### src/rtl/rib_pkg.sv
// Shared constants and types for the RIB crossbar: bus widths, slave-select
// field position, arbiter state encoding and arbitration mode selectors.
package rib_pkg;

   localparam int ADDR_W      = 32;
   localparam int DATA_W      = 32;
   localparam int SLV_SEL_MSB = 31;
   localparam int SLV_SEL_LSB = 28;

   localparam int ARB_FIXED = 0;
   localparam int ARB_RR    = 1;

   typedef enum logic {
      IDLE  = 1'b0,
      OWNED = 1'b1
   } arb_state_t;

endpackage

### src/rtl/rib_rr_arb.sv
// Request-to-one-hot arbiter: the first requester at or after ptr, searching
// upward modulo NUM_M, wins. A ptr tied to zero gives fixed priority.
module rib_rr_arb #(
   parameter int NUM_M = 4,
   parameter int IDX_W = (NUM_M > 1) ? $clog2(NUM_M) : 1
) (
   input  logic [NUM_M-1:0] req,
   input  logic [IDX_W-1:0] ptr,
   output logic [NUM_M-1:0] gnt,
   output logic [IDX_W-1:0] idx,
   output logic             valid
);

   logic [IDX_W:0]   sum  [NUM_M];
   logic [IDX_W-1:0] cand [NUM_M];

   // cand[i] is the master index examined at search position i
   genvar gi;
   generate
      for (gi = 0; gi < NUM_M; gi++) begin : g_cand
         assign sum[gi]  = {1'b0, ptr} + (IDX_W+1)'(gi);
         assign cand[gi] = (sum[gi] >= (IDX_W+1)'(NUM_M))
                         ? IDX_W'(sum[gi] - (IDX_W+1)'(NUM_M))
                         : sum[gi][IDX_W-1:0];
      end
   endgenerate

   always_comb begin
      gnt   = '0;
      idx   = '0;
      valid = 1'b0;
      for (int i = NUM_M - 1; i >= 0; i--) begin
         if (req[cand[i]]) begin
            idx   = cand[i];
            valid = 1'b1;
         end
      end
      if (valid) gnt[idx] = 1'b1;
   end

endmodule

### src/rtl/rib_xbar.sv
// NUM_M x NUM_S bus crossbar with a single shared grant, optional grant lock,
// zero-latency read return and decode-error capture.
module rib_xbar
   import rib_pkg::*;
#(
   parameter int NUM_M    = 4,
   parameter int NUM_S    = 6,
   parameter int ARB_MODE = 0,
   parameter int LOCK_EN  = 1
) (
   input  logic                clk,
   input  logic                rst,
   input  logic [NUM_M*32-1:0] m_addr_i,
   input  logic [NUM_M*32-1:0] m_data_i,
   input  logic [NUM_M-1:0]    m_req_i,
   input  logic [NUM_M-1:0]    m_we_i,
   output logic [NUM_M*32-1:0] m_data_o,
   output logic [NUM_M-1:0]    m_gnt_o,
   output logic [NUM_M-1:0]    m_hold_o,
   output logic [NUM_S*32-1:0] s_addr_o,
   output logic [NUM_S*32-1:0] s_data_o,
   input  logic [NUM_S*32-1:0] s_data_i,
   output logic [NUM_S-1:0]    s_we_o,
   output logic                err_o,
   output logic [31:0]         err_addr_o,
   output logic [7:0]          err_cnt_o
);

   localparam int IDX_W = (NUM_M > 1) ? $clog2(NUM_M) : 1;

   arb_state_t       state_reg, state_next;
   logic [IDX_W-1:0] owner_reg, owner_next;
   logic [IDX_W-1:0] rr_ptr_reg, rr_ptr_next;
   logic [31:0]      err_addr_reg;
   logic [7:0]       err_cnt_reg;

   logic [ADDR_W-1:0] m_addr [NUM_M];
   logic [DATA_W-1:0] m_wdat [NUM_M];
   logic [DATA_W-1:0] s_rdat [NUM_S];

   logic [NUM_M-1:0]  arb_gnt;
   logic [IDX_W-1:0]  arb_idx, arb_ptr;
   logic              arb_valid;
   logic              owner_active;
   logic [IDX_W-1:0]  grant_idx;
   logic              grant_valid;
   logic [ADDR_W-1:0] g_addr;
   logic [DATA_W-1:0] g_data;
   logic              g_we;
   logic [3:0]        sel;
   logic              dec_err;
   logic [DATA_W-1:0] rd_data;

   genvar gi;
   generate
      for (gi = 0; gi < NUM_M; gi++) begin : g_m_unpack
         assign m_addr[gi] = m_addr_i[32*gi +: 32];
         assign m_wdat[gi] = m_data_i[32*gi +: 32];
      end
      for (gi = 0; gi < NUM_S; gi++) begin : g_s_unpack
         assign s_rdat[gi] = s_data_i[32*gi +: 32];
      end
   endgenerate

   assign arb_ptr = (ARB_MODE == ARB_RR) ? rr_ptr_reg : '0;

   rib_rr_arb #(
      .NUM_M (NUM_M),
      .IDX_W (IDX_W)
   ) u_arb (
      .req   (m_req_i),
      .ptr   (arb_ptr),
      .gnt   (arb_gnt),
      .idx   (arb_idx),
      .valid (arb_valid)
   );

   // A live owner overrides the arbiter; once its req drops, the arbiter
   // result (which already excludes the old owner) takes over in the same cycle.
   assign owner_active = (LOCK_EN != 0) && (state_reg == OWNED) && m_req_i[owner_reg];
   assign grant_idx    = owner_active ? owner_reg : arb_idx;
   assign grant_valid  = !rst && (owner_active || arb_valid);

   always_comb begin
      m_gnt_o = '0;
      if (grant_valid) m_gnt_o[grant_idx] = 1'b1;
   end

   assign m_hold_o = m_req_i & ~m_gnt_o;

   assign g_addr  = grant_valid ? m_addr[grant_idx] : '0;
   assign g_data  = grant_valid ? m_wdat[grant_idx] : '0;
   assign g_we    = grant_valid & m_we_i[grant_idx];
   assign sel     = g_addr[SLV_SEL_MSB:SLV_SEL_LSB];
   assign dec_err = grant_valid && ({1'b0, sel} >= 5'(NUM_S));

   always_comb begin
      rd_data = '0;
      for (int j = 0; j < NUM_S; j++) begin
         if (sel == 4'(j)) rd_data = s_rdat[j];
      end
   end

   generate
      for (gi = 0; gi < NUM_S; gi++) begin : g_slave
         logic hit;
         assign hit                  = grant_valid && !dec_err && (sel == 4'(gi));
         assign s_addr_o[32*gi +: 32] = hit ? {4'h0, g_addr[SLV_SEL_LSB-1:0]} : '0;
         assign s_data_o[32*gi +: 32] = hit ? g_data : '0;
         assign s_we_o[gi]            = hit & g_we;
      end
      for (gi = 0; gi < NUM_M; gi++) begin : g_master
         assign m_data_o[32*gi +: 32] = (m_gnt_o[gi] && !dec_err) ? rd_data : '0;
      end
   endgenerate

   always_comb begin
      state_next  = state_reg;
      owner_next  = owner_reg;
      rr_ptr_next = rr_ptr_reg;
      if (!owner_active && arb_valid) begin
         owner_next = arb_idx;
         if (ARB_MODE == ARB_RR)
            rr_ptr_next = (arb_idx == IDX_W'(NUM_M - 1)) ? '0 : arb_idx + IDX_W'(1);
      end
      if (LOCK_EN == 0)
         state_next = IDLE;
      else if (owner_active || arb_valid)
         state_next = OWNED;
      else
         state_next = IDLE;
   end

   always_ff @(posedge clk) begin
      if (rst) begin
         state_reg    <= IDLE;
         owner_reg    <= '0;
         rr_ptr_reg   <= '0;
         err_addr_reg <= '0;
         err_cnt_reg  <= '0;
      end else begin
         state_reg  <= state_next;
         owner_reg  <= owner_next;
         rr_ptr_reg <= rr_ptr_next;
         if (dec_err) begin
            err_addr_reg <= g_addr;
            if (err_cnt_reg != 8'hFF) err_cnt_reg <= err_cnt_reg + 8'd1;
         end
      end
   end

   assign err_o      = dec_err;
   assign err_addr_o = err_addr_reg;
   assign err_cnt_o  = err_cnt_reg;

endmodule
### config.mk
export PLATFORM = sky130hd
export DESIGN_NAME = rib_xbar
export DESIGN_NICKNAME = d
export VERILOG_FILES = /design/src/rtl/rib_pkg.sv /design/src/rtl/rib_rr_arb.sv /design/src/rtl/rib_xbar.sv
export SDC_FILE = /design/constraint.sdc
export NUM_CORES = 1
export LEC_CHECK = 0
export CAP_MARGIN = 10
export CORE_AREA = 5 5 400 402
export CTS_CLUSTER_SIZE = 40
export DETAILED_ROUTE_END_ITERATION = 8
export DIE_AREA = 0 0 405 407
export GPL_ROUTABILITY_DRIVEN = 0
export GPL_TIMING_DRIVEN = 0
export HOLD_SLACK_MARGIN = 0.02
export PLACE_DENSITY = 0.3
export SYNTH_ARGS = -nofsm -noshare
export SYNTH_HDL_FRONTEND = slang
export SYNTH_SLANG_ARGS = --single-unit
### constraint.sdc
create_clock -name clk -period 5.3 [get_ports clk]
set_input_delay 1.06 -clock clk [delete_from_list [all_inputs] [get_ports clk]]
set_output_delay 1.06 -clock clk [all_outputs]
set_load 0.005 [all_outputs]
==> run_summary.xml <==
<?xml version="1.0" encoding="UTF-8"?>
<metrics>
  <group name="floorplan">
    <metric name="die_area" unit="mm²">0.165</metric>
    <metric name="fp.coreArea" unit="mm²">0.156</metric>
    <metric name="boundaryPins" unit="">1025</metric>
    <metric name="die_x" unit="µm">405</metric>
    <metric name="placementRows" unit="">145</metric>
    <metric name="start_util" unit="%">5.44</metric>
    <metric name="die_height" unit="µm">407</metric>
  </group>
  <group name="clock_network">
    <metric name="cts_sinks" unit="">43</metric>
    <metric name="ctsRootBufferMaster" unit="">sky130_fd_sc_hd__clkbuf_16</metric>
    <metric name="cts-buffers-inserted" unit="">5</metric>
    <metric name="cts_htree_levels" unit="">2</metric>
    <metric name="worst_skew_pair.late_latency" unit="ns">0.31</metric>
    <metric name="clk_pin_slew" unit="ns">0.08</metric>
    <metric name="tritoncts" unit="">yes</metric>
    <metric name="postCtsHoldBufs" unit="">0</metric>
    <metric name="clock_path_buffers" unit="">2</metric>
  </group>
  <group name="timing">
    <metric name="slew_violations" unit="">0</metric>
    <metric name="max_clock_freq" unit="MHz">184</metric>
    <metric name="rsz0062_at_grt" unit="">true</metric>
    <metric name="finalWorstSetupSlack" unit="ns">-0.126</metric>
    <metric name="timing_worst_slew_pin_value" unit="ns">1.04</metric>
    <metric name="final-setup-viol-count" unit="">47</metric>
    <metric name="fin_worst_skew" unit="ns">0.00723</metric>
    <metric name="timing.hold.ws" unit="ns">0.460</metric>
    <metric name="maxSlewHeadroom" unit="%">29.9</metric>
    <metric name="fin_crit" unit="ns">5.43</metric>
    <metric name="totalNegativeSetupSlack" unit="ns">-1.70</metric>
    <metric name="period_share" unit="%">102</metric>
    <metric name="timing_hold_violations_final" unit="">0</metric>
  </group>
  <group name="place">
    <metric name="dp.final_hpwl" unit="µm">111000</metric>
    <metric name="place.detailed.instances" unit="">4504</metric>
    <metric name="place.port_buffers" unit="">998</metric>
  </group>
  <group name="synthesis">
    <metric name="synth_flop_cell" unit="">sky130_fd_sc_hd__dfxtp_1</metric>
    <metric name="synth_top_area_cell" unit="">sky130_fd_sc_hd__nor2_1</metric>
    <metric name="synth-seq-cells" unit="">43</metric>
    <metric name="synth.avg_cell_area" unit="µm²">6.00</metric>
    <metric name="yosys.area.top_type_share" unit="%">18.1</metric>
    <metric name="synth_xor_area_share" unit="%">0.621</metric>
    <metric name="simple_gate_share_of_the_synthesized_area" unit="%">37.1</metric>
    <metric name="part_of_the_yosys_area_used_for_sequential_elements" unit="%">10.2</metric>
    <metric name="synth_compound_area_share" unit="%">26.1</metric>
    <metric name="synth_cells" unit="">1411</metric>
    <metric name="synth_async_sr_flop_share" unit="%">0</metric>
    <metric name="yosysWarningCount" unit="">0</metric>
    <metric name="synth.mux.area_fraction" unit="%">16.9</metric>
    <metric name="netlist-cell-type-count" unit="">65</metric>
    <metric name="yosys-top-cells-area" unit="">sky130_fd_sc_hd__nor2_1 (18%), sky130_fd_sc_hd__dfxtp_1 (10%), sky130_fd_sc_hd__nand2_1 (8.7%)</metric>
    <metric name="synthAdderAreaFrac" unit="%">0.148</metric>
    <metric name="synth-edff-count" unit="">0</metric>
    <metric name="synth_top_family_by_area" unit="">simple AND/OR/NAND/NOR gates</metric>
    <metric name="netlist_area" unit="mm²">0.00846</metric>
  </group>
  <group name="layout">
    <metric name="synthToLayoutAreaGrowth" unit="%">197</metric>
    <metric name="post_route_non_filler_standard_cell_count" unit="">4666</metric>
    <metric name="final_layout_size_suffix_gt1_share" unit="%">34.3</metric>
    <metric name="largest_reg_flops" unit="">32</metric>
    <metric name="num-nets-final" unit="">3046</metric>
  </group>
  <group name="routing">
    <metric name="detail_route.first_pass.iterations" unit="">5</metric>
    <metric name="detail_route.wl_per_cell" unit="µm">27.9</metric>
    <metric name="routed-via-count" unit="">15800</metric>
    <metric name="drc_errors" unit="">0</metric>
    <metric name="detail-route-antenna-nets" unit="">0</metric>
    <metric name="totalWireLength" unit="µm">130000</metric>
    <metric name="detail_route.vias_per_cell" unit="">3.38</metric>
    <metric name="drt_iter0_markers" unit="">950</metric>
  </group>
  <group name="critical_path">
    <metric name="critPathRequiredTime" unit="ns">4.24</metric>
    <metric name="critPathKind" unit="">in -&gt; out</metric>
    <metric name="crit_path_start_kind" unit="">input pin</metric>
    <metric name="critical_path.endpoint_type" unit="">output port</metric>
    <metric name="rr_startpoint" unit="">owner_reg[0]</metric>
    <metric name="critical_path_arrival" unit="ns">4.37</metric>
    <metric name="worstPathMaxFanout" unit="">6</metric>
    <metric name="timing.critical_path.from" unit="">m_req_i[2]</metric>
  </group>
  <group name="global_route">
    <metric name="globalRoute.totalOverflow" unit="">0</metric>
    <metric name="grt_pass1_vias" unit="">16200</metric>
    <metric name="grt_util_all_layers" unit="%">14.7</metric>
    <metric name="grt_start_max_net_pins" unit="">16</metric>
    <metric name="grt_pass1_wl" unit="µm">162000</metric>
    <metric name="initial_antenna_violation_count" unit="">39</metric>
  </group>
  <group name="run_status">
    <metric name="failed_checks" unit="">negative setup slack</metric>
    <metric name="outcome" unit="">complete, but fails checks</metric>
  </group>
  <group name="power">
    <metric name="powerDensity" unit="mW/mm²">129</metric>
    <metric name="power.static_leakage" unit="nW">10.9</metric>
    <metric name="ir_worst_vdd" unit="V">0.000110</metric>
  </group>
  <group name="worst_hold_path">
    <metric name="min-delay-path-class" unit="">reg -&gt; reg</metric>
    <metric name="worstHoldStart" unit="">err_addr_o[6]</metric>
  </group>
  <group name="flow_run">
    <metric name="cap_violations" unit="">0</metric>
  </group>
</metrics>
==> timing repair <==
| action | 4_1_cts | 5_1_grt |
|---|---|---|
| resized for setup | 1271 | 409 |
| setup endpoints to repair | 531 | 419 |
| gates cloned | 10 | 5 |
| pin swaps | 118 | 95 |
| setup buffers | 105 | 25 |
==> kinds of logic after synthesis <==
logic type               count (synthesis)
AND/OR/NAND/NOR                        746
AO/OA/AOI/OAI                          323
buffers and inverters                  160
multiplexers                           131
flip-flops                              43
XOR/XNOR                                 6
adder cells (fa/ha/maj)                  1
other                                    1
==> metrics by stage <==
step / instance area, µm² / setup slack (ns) / power, mW / utilization [%]
6_report: 25100 / -0.126 / 3.23 / 16.1
5_1_grt: 25100 / -0.186 / 3.40 / 16.1
4_1_cts: 23900 / -0.224 / 3.20 / 15.4
3_5_place_dp: 21300 / -3.34 / 2.42 / 13.7
3_3_place_gp: 21100 / -3.69 / 2.40 / 13.6
2_1_floorplan: 8550 / 0.605 / 1.10 / -
==> worst paths after layout <==
kind / end / slack, ns / cells after the start
min: err_addr_o[6] / 0.46 / 2
max: s_data_o[159] / -0.13 / 18
min reg2reg: err_addr_o[6] / 0.46 / 2
max reg2reg: err_addr_o[2] / 1.39 / 15
==> area by class of cell <==
class,count,area (µm²)
antenna,20,50.0
buffer,147,1450
clock buffer,5,125
clock inverter,3,23.8
fill,18000,131000
inverter,6,28.8
multi-input combinational,1232,8660
sequential,43,861
tap,2058,2570
timing repair buffer,1152,11300
==> cell usage after synthesis (7+ instances only) <==
master,number
sky130_fd_sc_hd__o21ai_0,14
sky130_fd_sc_hd__mux2i_1,66
sky130_fd_sc_hd__a21oi_1,138
sky130_fd_sc_hd__buf_1,7
sky130_fd_sc_hd__a221oi_1,7
sky130_fd_sc_hd__buf_2,33
sky130_fd_sc_hd__dfxtp_1,43
sky130_fd_sc_hd__a22o_1,26
sky130_fd_sc_hd__nor3_1,9
sky130_fd_sc_hd__and3_1,27
sky130_fd_sc_hd__clkbuf_1,85
sky130_fd_sc_hd__buf_4,26
sky130_fd_sc_hd__nand2b_1,28
sky130_fd_sc_hd__nor2_1,409
sky130_fd_sc_hd__nand2_1,196
sky130_fd_sc_hd__a221oi_2,20
sky130_fd_sc_hd__a32o_1,25
sky130_fd_sc_hd__o21ai_1,60
sky130_fd_sc_hd__mux2_2,62
sky130_fd_sc_hd__nand3_1,39
==> layout by cell type (no fill, tap or decap), drive strengths merged, types with 43 or more instances in the layout <==
cell type,synthesis,routed
nand2,196,197
mux2i,67,67
dlymetal6s2s,0,58
dlygate4sd2,0,57
buf,69,390
clkbuf,85,106
a21oi,141,141
clkdlybuf4s50,0,682
o21ai,74,74
mux2,62,62
dfxtp,43,43
nor2,412,412
==> worst max-delay path, stage by stage <==
cell                       delay [ns]
sky130_fd_sc_hd__buf_12          0.09
sky130_fd_sc_hd__nand2b_4        0.13
sky130_fd_sc_hd__a21oi_4         0.07
sky130_fd_sc_hd__o31ai_4         0.27
sky130_fd_sc_hd__buf_12          0.18
sky130_fd_sc_hd__mux4_2          0.66
sky130_fd_sc_hd__buf_12          0.20
sky130_fd_sc_hd__nor3_4          0.21
sky130_fd_sc_hd__buf_12          0.14
sky130_fd_sc_hd__buf_12          0.13
sky130_fd_sc_hd__buf_16          0.17
sky130_fd_sc_hd__buf_12          0.12
sky130_fd_sc_hd__nand2_8         0.05
sky130_fd_sc_hd__buf_12          0.14
sky130_fd_sc_hd__buf_12          0.14
sky130_fd_sc_hd__buf_12          0.14
sky130_fd_sc_hd__nor2_4          0.22
sky130_fd_sc_hd__buf_2           0.17
==> report_power, final <==
group / internal, mW / switching [mW]
clock network: 0.178 / 0.185
logic: 1.12 / 1.37
registers: 0.358 / 0.0215
==> routing by layer <==
metal | vias to the layer above | GRT usage (%) | routed length, µm
met5 | - | 0 | 32
met4 | 6 | 2.54 | 2700
met3 | 99 | 2.72 | 7420
met2 | 680 | 28.4 | 69100
met1 | 7782 | 16.9 | 51000
li1 | 7220 | - | -
No activity file was read; power rests on OpenSTA's default activity.
